## src/rtl/gemm_tiled_controller.sv

```systemverilog
// Tiled M x N x K GeMM loop sequencer: K innermost, runtime-selectable outer order,
// valid/ready operand beats and a registered result port. Optional perf counters: GEMM_CTRL_PERF_EN.
module gemm_tiled_controller #(
  parameter int unsigned AddrWidth = 16,
  parameter int unsigned PerfWidth = 32
) (
  input  logic                 clk_i,
  input  logic                 rst_ni,
  input  logic                 start_i,
  input  logic                 loop_order_i,
  input  logic [AddrWidth-1:0] M_size_i,
  input  logic [AddrWidth-1:0] K_size_i,
  input  logic [AddrWidth-1:0] N_size_i,
  input  logic                 input_valid_i,
  output logic                 input_ready_o,
  output logic                 acc_clear_o,
  output logic [AddrWidth-1:0] M_count_o,
  output logic [AddrWidth-1:0] N_count_o,
  output logic [AddrWidth-1:0] K_count_o,
  output logic                 result_valid_o,
  input  logic                 result_ready_i,
  output logic [AddrWidth-1:0] result_m_o,
  output logic [AddrWidth-1:0] result_n_o,
  output logic                 busy_o,
`ifdef GEMM_CTRL_PERF_EN
  output logic [PerfWidth-1:0] perf_busy_cycles_o,
  output logic [PerfWidth-1:0] perf_stall_cycles_o,
`endif
  output logic                 done_o
);

  typedef enum logic [1:0] {IDLE, BUSY, DRAIN, FINISH} state_e;

  localparam logic [AddrWidth-1:0] One = AddrWidth'(1);

  state_e               state_q, state_d;
  logic [AddrWidth-1:0] m_q, m_d, n_q, n_d, k_q, k_d;
  logic [AddrWidth-1:0] msz_q, msz_d, nsz_q, nsz_d, ksz_q, ksz_d;
  logic [AddrWidth-1:0] res_m_q, res_m_d, res_n_q, res_n_d;
  logic                 order_q, order_d, res_valid_q, res_valid_d;
  logic                 in_ready, beat, res_set;
  logic                 m_end, n_end, k_end;

  assign m_end = (m_q == msz_q - One);
  assign n_end = (n_q == nsz_q - One);
  assign k_end = (k_q == ksz_q - One);

  always_comb begin
    state_d     = state_q;
    m_d         = m_q;
    n_d         = n_q;
    k_d         = k_q;
    msz_d       = msz_q;
    nsz_d       = nsz_q;
    ksz_d       = ksz_q;
    order_d     = order_q;
    in_ready    = 1'b0;
    beat        = 1'b0;
    res_set     = 1'b0;
    done_o      = 1'b0;
    res_valid_d = res_valid_q;
    res_m_d     = res_m_q;
    res_n_d     = res_n_q;

    unique case (state_q)
      IDLE: begin
        if (start_i) begin
          msz_d   = M_size_i;
          nsz_d   = N_size_i;
          ksz_d   = K_size_i;
          order_d = loop_order_i;
          m_d     = '0;
          n_d     = '0;
          k_d     = '0;
          if (M_size_i == '0 || N_size_i == '0 || K_size_i == '0) state_d = FINISH;
          else                                                    state_d = BUSY;
        end
      end
      BUSY: begin
        in_ready = !(res_valid_q && !result_ready_i);
        beat     = input_valid_i && in_ready;
        if (beat) begin
          if (!k_end) begin
            k_d = k_q + One;
          end else begin
            k_d     = '0;
            res_set = 1'b1;
            // order 0: n is the middle loop; order 1: m is the middle loop
            if (!order_q) begin
              if (n_end) begin
                n_d = '0;
                m_d = m_end ? '0 : m_q + One;
              end else begin
                n_d = n_q + One;
              end
            end else begin
              if (m_end) begin
                m_d = '0;
                n_d = n_end ? '0 : n_q + One;
              end else begin
                m_d = m_q + One;
              end
            end
            if (m_end && n_end) state_d = DRAIN;
          end
        end
      end
      DRAIN: begin
        if (!res_valid_q || result_ready_i) state_d = FINISH;
      end
      FINISH: begin
        done_o  = 1'b1;
        state_d = IDLE;
      end
      default: state_d = IDLE;
    endcase

    // a set in the same cycle as an accept keeps valid high with fresh indices
    if (res_set) begin
      res_valid_d = 1'b1;
      res_m_d     = m_q;
      res_n_d     = n_q;
    end else if (res_valid_q && result_ready_i) begin
      res_valid_d = 1'b0;
    end
  end

  always_ff @(posedge clk_i or negedge rst_ni) begin
    if (!rst_ni) begin
      state_q     <= IDLE;
      m_q         <= '0;
      n_q         <= '0;
      k_q         <= '0;
      msz_q       <= '0;
      nsz_q       <= '0;
      ksz_q       <= '0;
      order_q     <= 1'b0;
      res_valid_q <= 1'b0;
      res_m_q     <= '0;
      res_n_q     <= '0;
    end else begin
      state_q     <= state_d;
      m_q         <= m_d;
      n_q         <= n_d;
      k_q         <= k_d;
      msz_q       <= msz_d;
      nsz_q       <= nsz_d;
      ksz_q       <= ksz_d;
      order_q     <= order_d;
      res_valid_q <= res_valid_d;
      res_m_q     <= res_m_d;
      res_n_q     <= res_n_d;
    end
  end

  assign input_ready_o  = in_ready;
  assign acc_clear_o    = beat && (k_q == '0);
  assign M_count_o      = m_q;
  assign N_count_o      = n_q;
  assign K_count_o      = k_q;
  assign result_valid_o = res_valid_q;
  assign result_m_o     = res_m_q;
  assign result_n_o     = res_n_q;
  assign busy_o         = (state_q != IDLE);

`ifdef GEMM_CTRL_PERF_EN
  logic [PerfWidth-1:0] pbusy_q, pstall_q;

  always_ff @(posedge clk_i or negedge rst_ni) begin
    if (!rst_ni) begin
      pbusy_q  <= '0;
      pstall_q <= '0;
    end else if (state_q == IDLE && start_i) begin
      pbusy_q  <= '0;
      pstall_q <= '0;
    end else begin
      if (busy_o && pbusy_q != '1) pbusy_q <= pbusy_q + 1'b1;
      if (state_q == BUSY && input_valid_i && !in_ready && pstall_q != '1)
        pstall_q <= pstall_q + 1'b1;
    end
  end

  assign perf_busy_cycles_o  = pbusy_q;
  assign perf_stall_cycles_o = pstall_q;
`endif

endmodule
```

## config.mk

```make
export PLATFORM = sky130hd
export DESIGN_NAME = gemm_tiled_controller
export DESIGN_NICKNAME = d
export VERILOG_FILES = /design/src/rtl/gemm_tiled_controller.sv
export SDC_FILE = /design/constraint.sdc
export NUM_CORES = 1
export LEC_CHECK = 0
export CAP_MARGIN = 20
export CORE_ASPECT_RATIO = 1.4
export CORE_MARGIN = 4
export CORE_UTILIZATION = 55
export CTS_BUF_LIST = sky130_fd_sc_hd__clkbuf_4 sky130_fd_sc_hd__clkbuf_8
export DETAILED_ROUTE_END_ITERATION = 12
export PLACE_DENSITY = 0.89
export SLEW_MARGIN = 25
export SYNTH_ARGS = -nofsm -noshare
export SYNTH_HDL_FRONTEND = slang
export SYNTH_SLANG_ARGS = --single-unit
```

## constraint.sdc

```tcl
create_clock -name clk_i -period 4 [get_ports clk_i]
set_clock_uncertainty 0.15 [all_clocks]
set_input_delay 0.4 -clock clk_i [delete_from_list [all_inputs] [get_ports clk_i]]
set_output_delay 0.4 -clock clk_i [all_outputs]
set_load 0.02 [all_outputs]
```

==> flow_metrics.env <==
export IMPL_status="completed"
export IMPL_pre_cts_slack_ns=0.261
export IMPL_maxSlewViolCount=0
export IMPL_io_buffers=138
export IMPL_grt_pass1_vias=6737
export IMPL_cts_max_path_buffers=2
export IMPL_routabilityCongestion=0.914
export IMPL_ir_worst_vdd_mv=0.351
export IMPL_power_w=0.00547
export IMPL_avgViaCountPerCell=6.08
export IMPL_yosysWarnings=0
export IMPL_core_area_um2=14000
export IMPL_synth_cells=789
export IMPL_grt_max_degree=79
export IMPL_worstMarginPinSlew_ns=0.701
export IMPL_whs_path_depth=1
export IMPL_synth_fp_nets=855
export IMPL_grt_util_all_layers=0.256
export IMPL_dp_hpwl_um=14600
export IMPL_avgSynthCellArea_um2=9.98
export IMPL_yosys_register_bits=132
export IMPL_critPathLaunch="ksz_q[0]"
export IMPL_synthSimpleGateAreaFrac=0.215
export IMPL_start_kind="flip-flop"
export IMPL_worstPathCellList="inv_1 -> ha_1 -> xor3_1 -> nor3_1 -> o211ai_1 -> a222oi_1 -> o2111ai_1 -> o22ai_2 -> buf_4 -> o21ai_2 -> or2_1 -> buf_4 -> o31ai_1"
export IMPL_synthTopCellsByArea="dfrtp_1 42%, mux2_2 12%, xnor2_1 4.0%, nor2_1 3.0%, o21ai_0 2.7%"
export IMPL_grt_pass1_wl_um=33100
export IMPL_maxCapViolations=0
export IMPL_antenna_found_initial=0
export IMPL_ys_top_cells_by_count="132 x dfrtp_1, 83 x mux2_2, 62 x nor2_1"
export IMPL_min_period_ns=3.69
export IMPL_synth_top_area_share=0.419
export IMPL_synth_top_family_by_area="simple AND/OR/NAND/NOR gates"
export IMPL_worst_setup_path_type="flip-flop to flip-flop"
export IMPL_cellPowerDensity_nw_per_um2=559
export IMPL_slew_headroom=0.533
export IMPL_synth_xor_area_share=0.0715
export IMPL_cts_tree="built"
export IMPL_synth_edff_count=0
export IMPL_wl_um=20400
export IMPL_ys_types=72
export IMPL_rows=51
export IMPL_synth_mux_area_frac=0.129
export IMPL_cp_required_ns=4.19
export IMPL_power_frac_seq=0.388
export IMPL_syn_area_um2=7880
export IMPL_finalCritPeriodShare=0.923
export IMPL_vias=6796
export IMPL_holdWs_ns=0.359
export IMPL_fmax_mhz=271
export IMPL_setup_viol=0
export IMPL_p_int_w=0.00327
export IMPL_setup_slack_ns=0.309
export IMPL_dieArea_um2=16300
export IMPL_fin_tns_setup_ns=0
export IMPL_drive_above_1_share=0.162
export IMPL_rsz0062_at_grt="false"
export IMPL_synth_compound_area_frac=0.111
export IMPL_pin_count=139
export IMPL_clkLatencyLatePin_ns=0.45
export IMPL_nets=987
export IMPL_clockPowerShare=0.192
export IMPL_switching_share=0.403
export IMPL_die_w_um=109
export IMPL_postRouteAntennaNets=0
export IMPL_final_area_um2=9790
export IMPL_max_stage_delay_ns=0.47
export IMPL_drc=0
export IMPL_wire_per_inst_um=18.2
export IMPL_clock_sinks=132
export IMPL_yosys_area_top_type="dfrtp_1"
export IMPL_worst_setup_path_end_kind="flip-flop"
export IMPL_cp_arrival_ns=3.88
export IMPL_min_from="result_n_o[3]"
export IMPL_synth_fa_ha_area_frac=0.0191
export IMPL_finalHoldViolCount=0
export IMPL_combPwrFrac=0.420
export IMPL_critPathSlowestCell="dfrtp_1"
export IMPL_post_synth_top_count_cell="dfrtp_1"
export IMPL_die_y_um=150
export IMPL_clkTransAtPathRegs_ns=0.08
export IMPL_grt_ovfl_total=0
export IMPL_p_switching_w=0.00221
export IMPL_syn2layout_area_growth_pct=24.3
export IMPL_crit_top_cell="buf_4"
export IMPL_antenna_cells=0
export IMPL_root_buffer="clkbuf_8"
export IMPL_reg2reg_from="ksz_q[0]"
export IMPL_ys_async_sr_fraction=1.00
export IMPL_start_util=0.564
export IMPL_post_dp_cell_area_um2=9410
export IMPL_drtPass1Iterations=5
export IMPL_synth_main_ff_cell="dfrtp_1"
export IMPL_cts_buffers_inserted=17
export IMPL_h_tree_depth=4
export IMPL_holdCritPathClass="flip-flop to flip-flop"
export IMPL_first_iter_violations=441
export IMPL_cp_max_fo=15
export IMPL_yosysSeqAreaShare=0.419
export IMPL_leakage_nw=4.03
export IMPL_worstRegToRegCells=13
==> what timing repair did <==
action | in CTS | in global routing
endpoints found under the hold margin | 76 | 0
resized for setup | 0 | 2
hold buffers | 1 | 0
endpoints found under the setup margin | 0 | 6
buffers inserted | 0 | 1
==> power by group through the flow <==
stage	clock network (W)	registers, W	logic, W
3_5_place_dp	0	0.00214	0.00225
5_1_grt	0.00113	0.00218	0.00252
6_report	0.00105	0.00212	0.00230
4_1_cts	0.00107	0.00211	0.00228
2_1_floorplan	0	0.00196	0.00179
3_3_place_gp	0	0.00212	0.00219
==> placed cells by master (no fill, tap or decap), types with 9 or more instances in the layout <==
master             n
buf_4             15
nor2_1            62
dfrtp_1          132
nand2_1           32
nor4_1            27
or3_1              9
o21ai_0           43
xnor2_1           36
clkbuf_8          18
nand2b_1          20
nand4_1            9
inv_1             23
nand3_1           26
nor3_1            18
or4_1              9
mux2_2            83
and3_1            29
xor2_1            23
clkdlybuf4s50_1  137
ha_1              12
o31ai_1           16
nor2b_1           11
o21ai_1           18
==> critical path, delay by kind of cell, from the launching register on <==
| family | cells | cell delay, ns |
|---|---|---|
| xor gates and xnor gates | 1 | 0.42 |
| buffers and inverters | 3 | 0.46 |
| AOI/OAI and AO/OA | 6 | 1.38 |
| and+or+nand+nor | 2 | 0.47 |
| adders and majority gates | 1 | 0.21 |
| DFF | 1 | 0.47 |
==> stage by stage <==
step                      instances  utilization
final                          1118        0.701
after global routing           1118        0.701
after CTS                      1117        0.700
after detailed placement       1085        0.674
after global placement         1085        0.673
after floorplan                 789            -
==> routing by layer <==
layer / vias up / GRT usage / wire length (um)
met5: - / 0 / 0
met4: 0 / 0.112 / 595
met3: 51 / 0.0552 / 1440
met2: 301 / 0.422 / 10100
met1: 3291 / 0.320 / 8180
li1: 3153 / - / -
==> sequential cells by signal, indices dropped and copies added, names as in the netlist <==
register and count:
nsz_q 16, result_m_o 16, msz_q 16, M_count_o 16, N_count_o 16, order_q 1
ksz_q 16, result_n_o 16, K_count_o 16, state_q 2, result_valid_o 1
==> final timing paths <==
check / endpoint / slack (ns)
worst max-delay path: M_count_o[14] / 0.31
worst min-delay path: result_n_o[3] / 0.36
worst max register to register: M_count_o[14] / 0.31
worst min register to register: result_n_o[3] / 0.36
max in group asynchronous: N_count_o[14] / 2.43
min in group asynchronous: K_count_o[4] / 0.40
==> cell families after synthesis <==
group / after synthesis
buffers and inverters: 64
DFF: 132
adders and majority gates: 12
AOI/OAI and AO/OA: 131
muxes: 91
and+or+nand+nor: 298
xor gates and xnor gates: 61
==> final cells by class <==
cell class | count | area (um2)
inverter | 23 | 86.3
fill | 1029 | 4180
tap | 185 | 231
timing repair buffer | 154 | 1510
clock inverter | 9 | 82.6
multi-input combinational | 593 | 4310
sequential | 132 | 3300
clock buffer | 22 | 278
(Power assumes the default switching activity.)
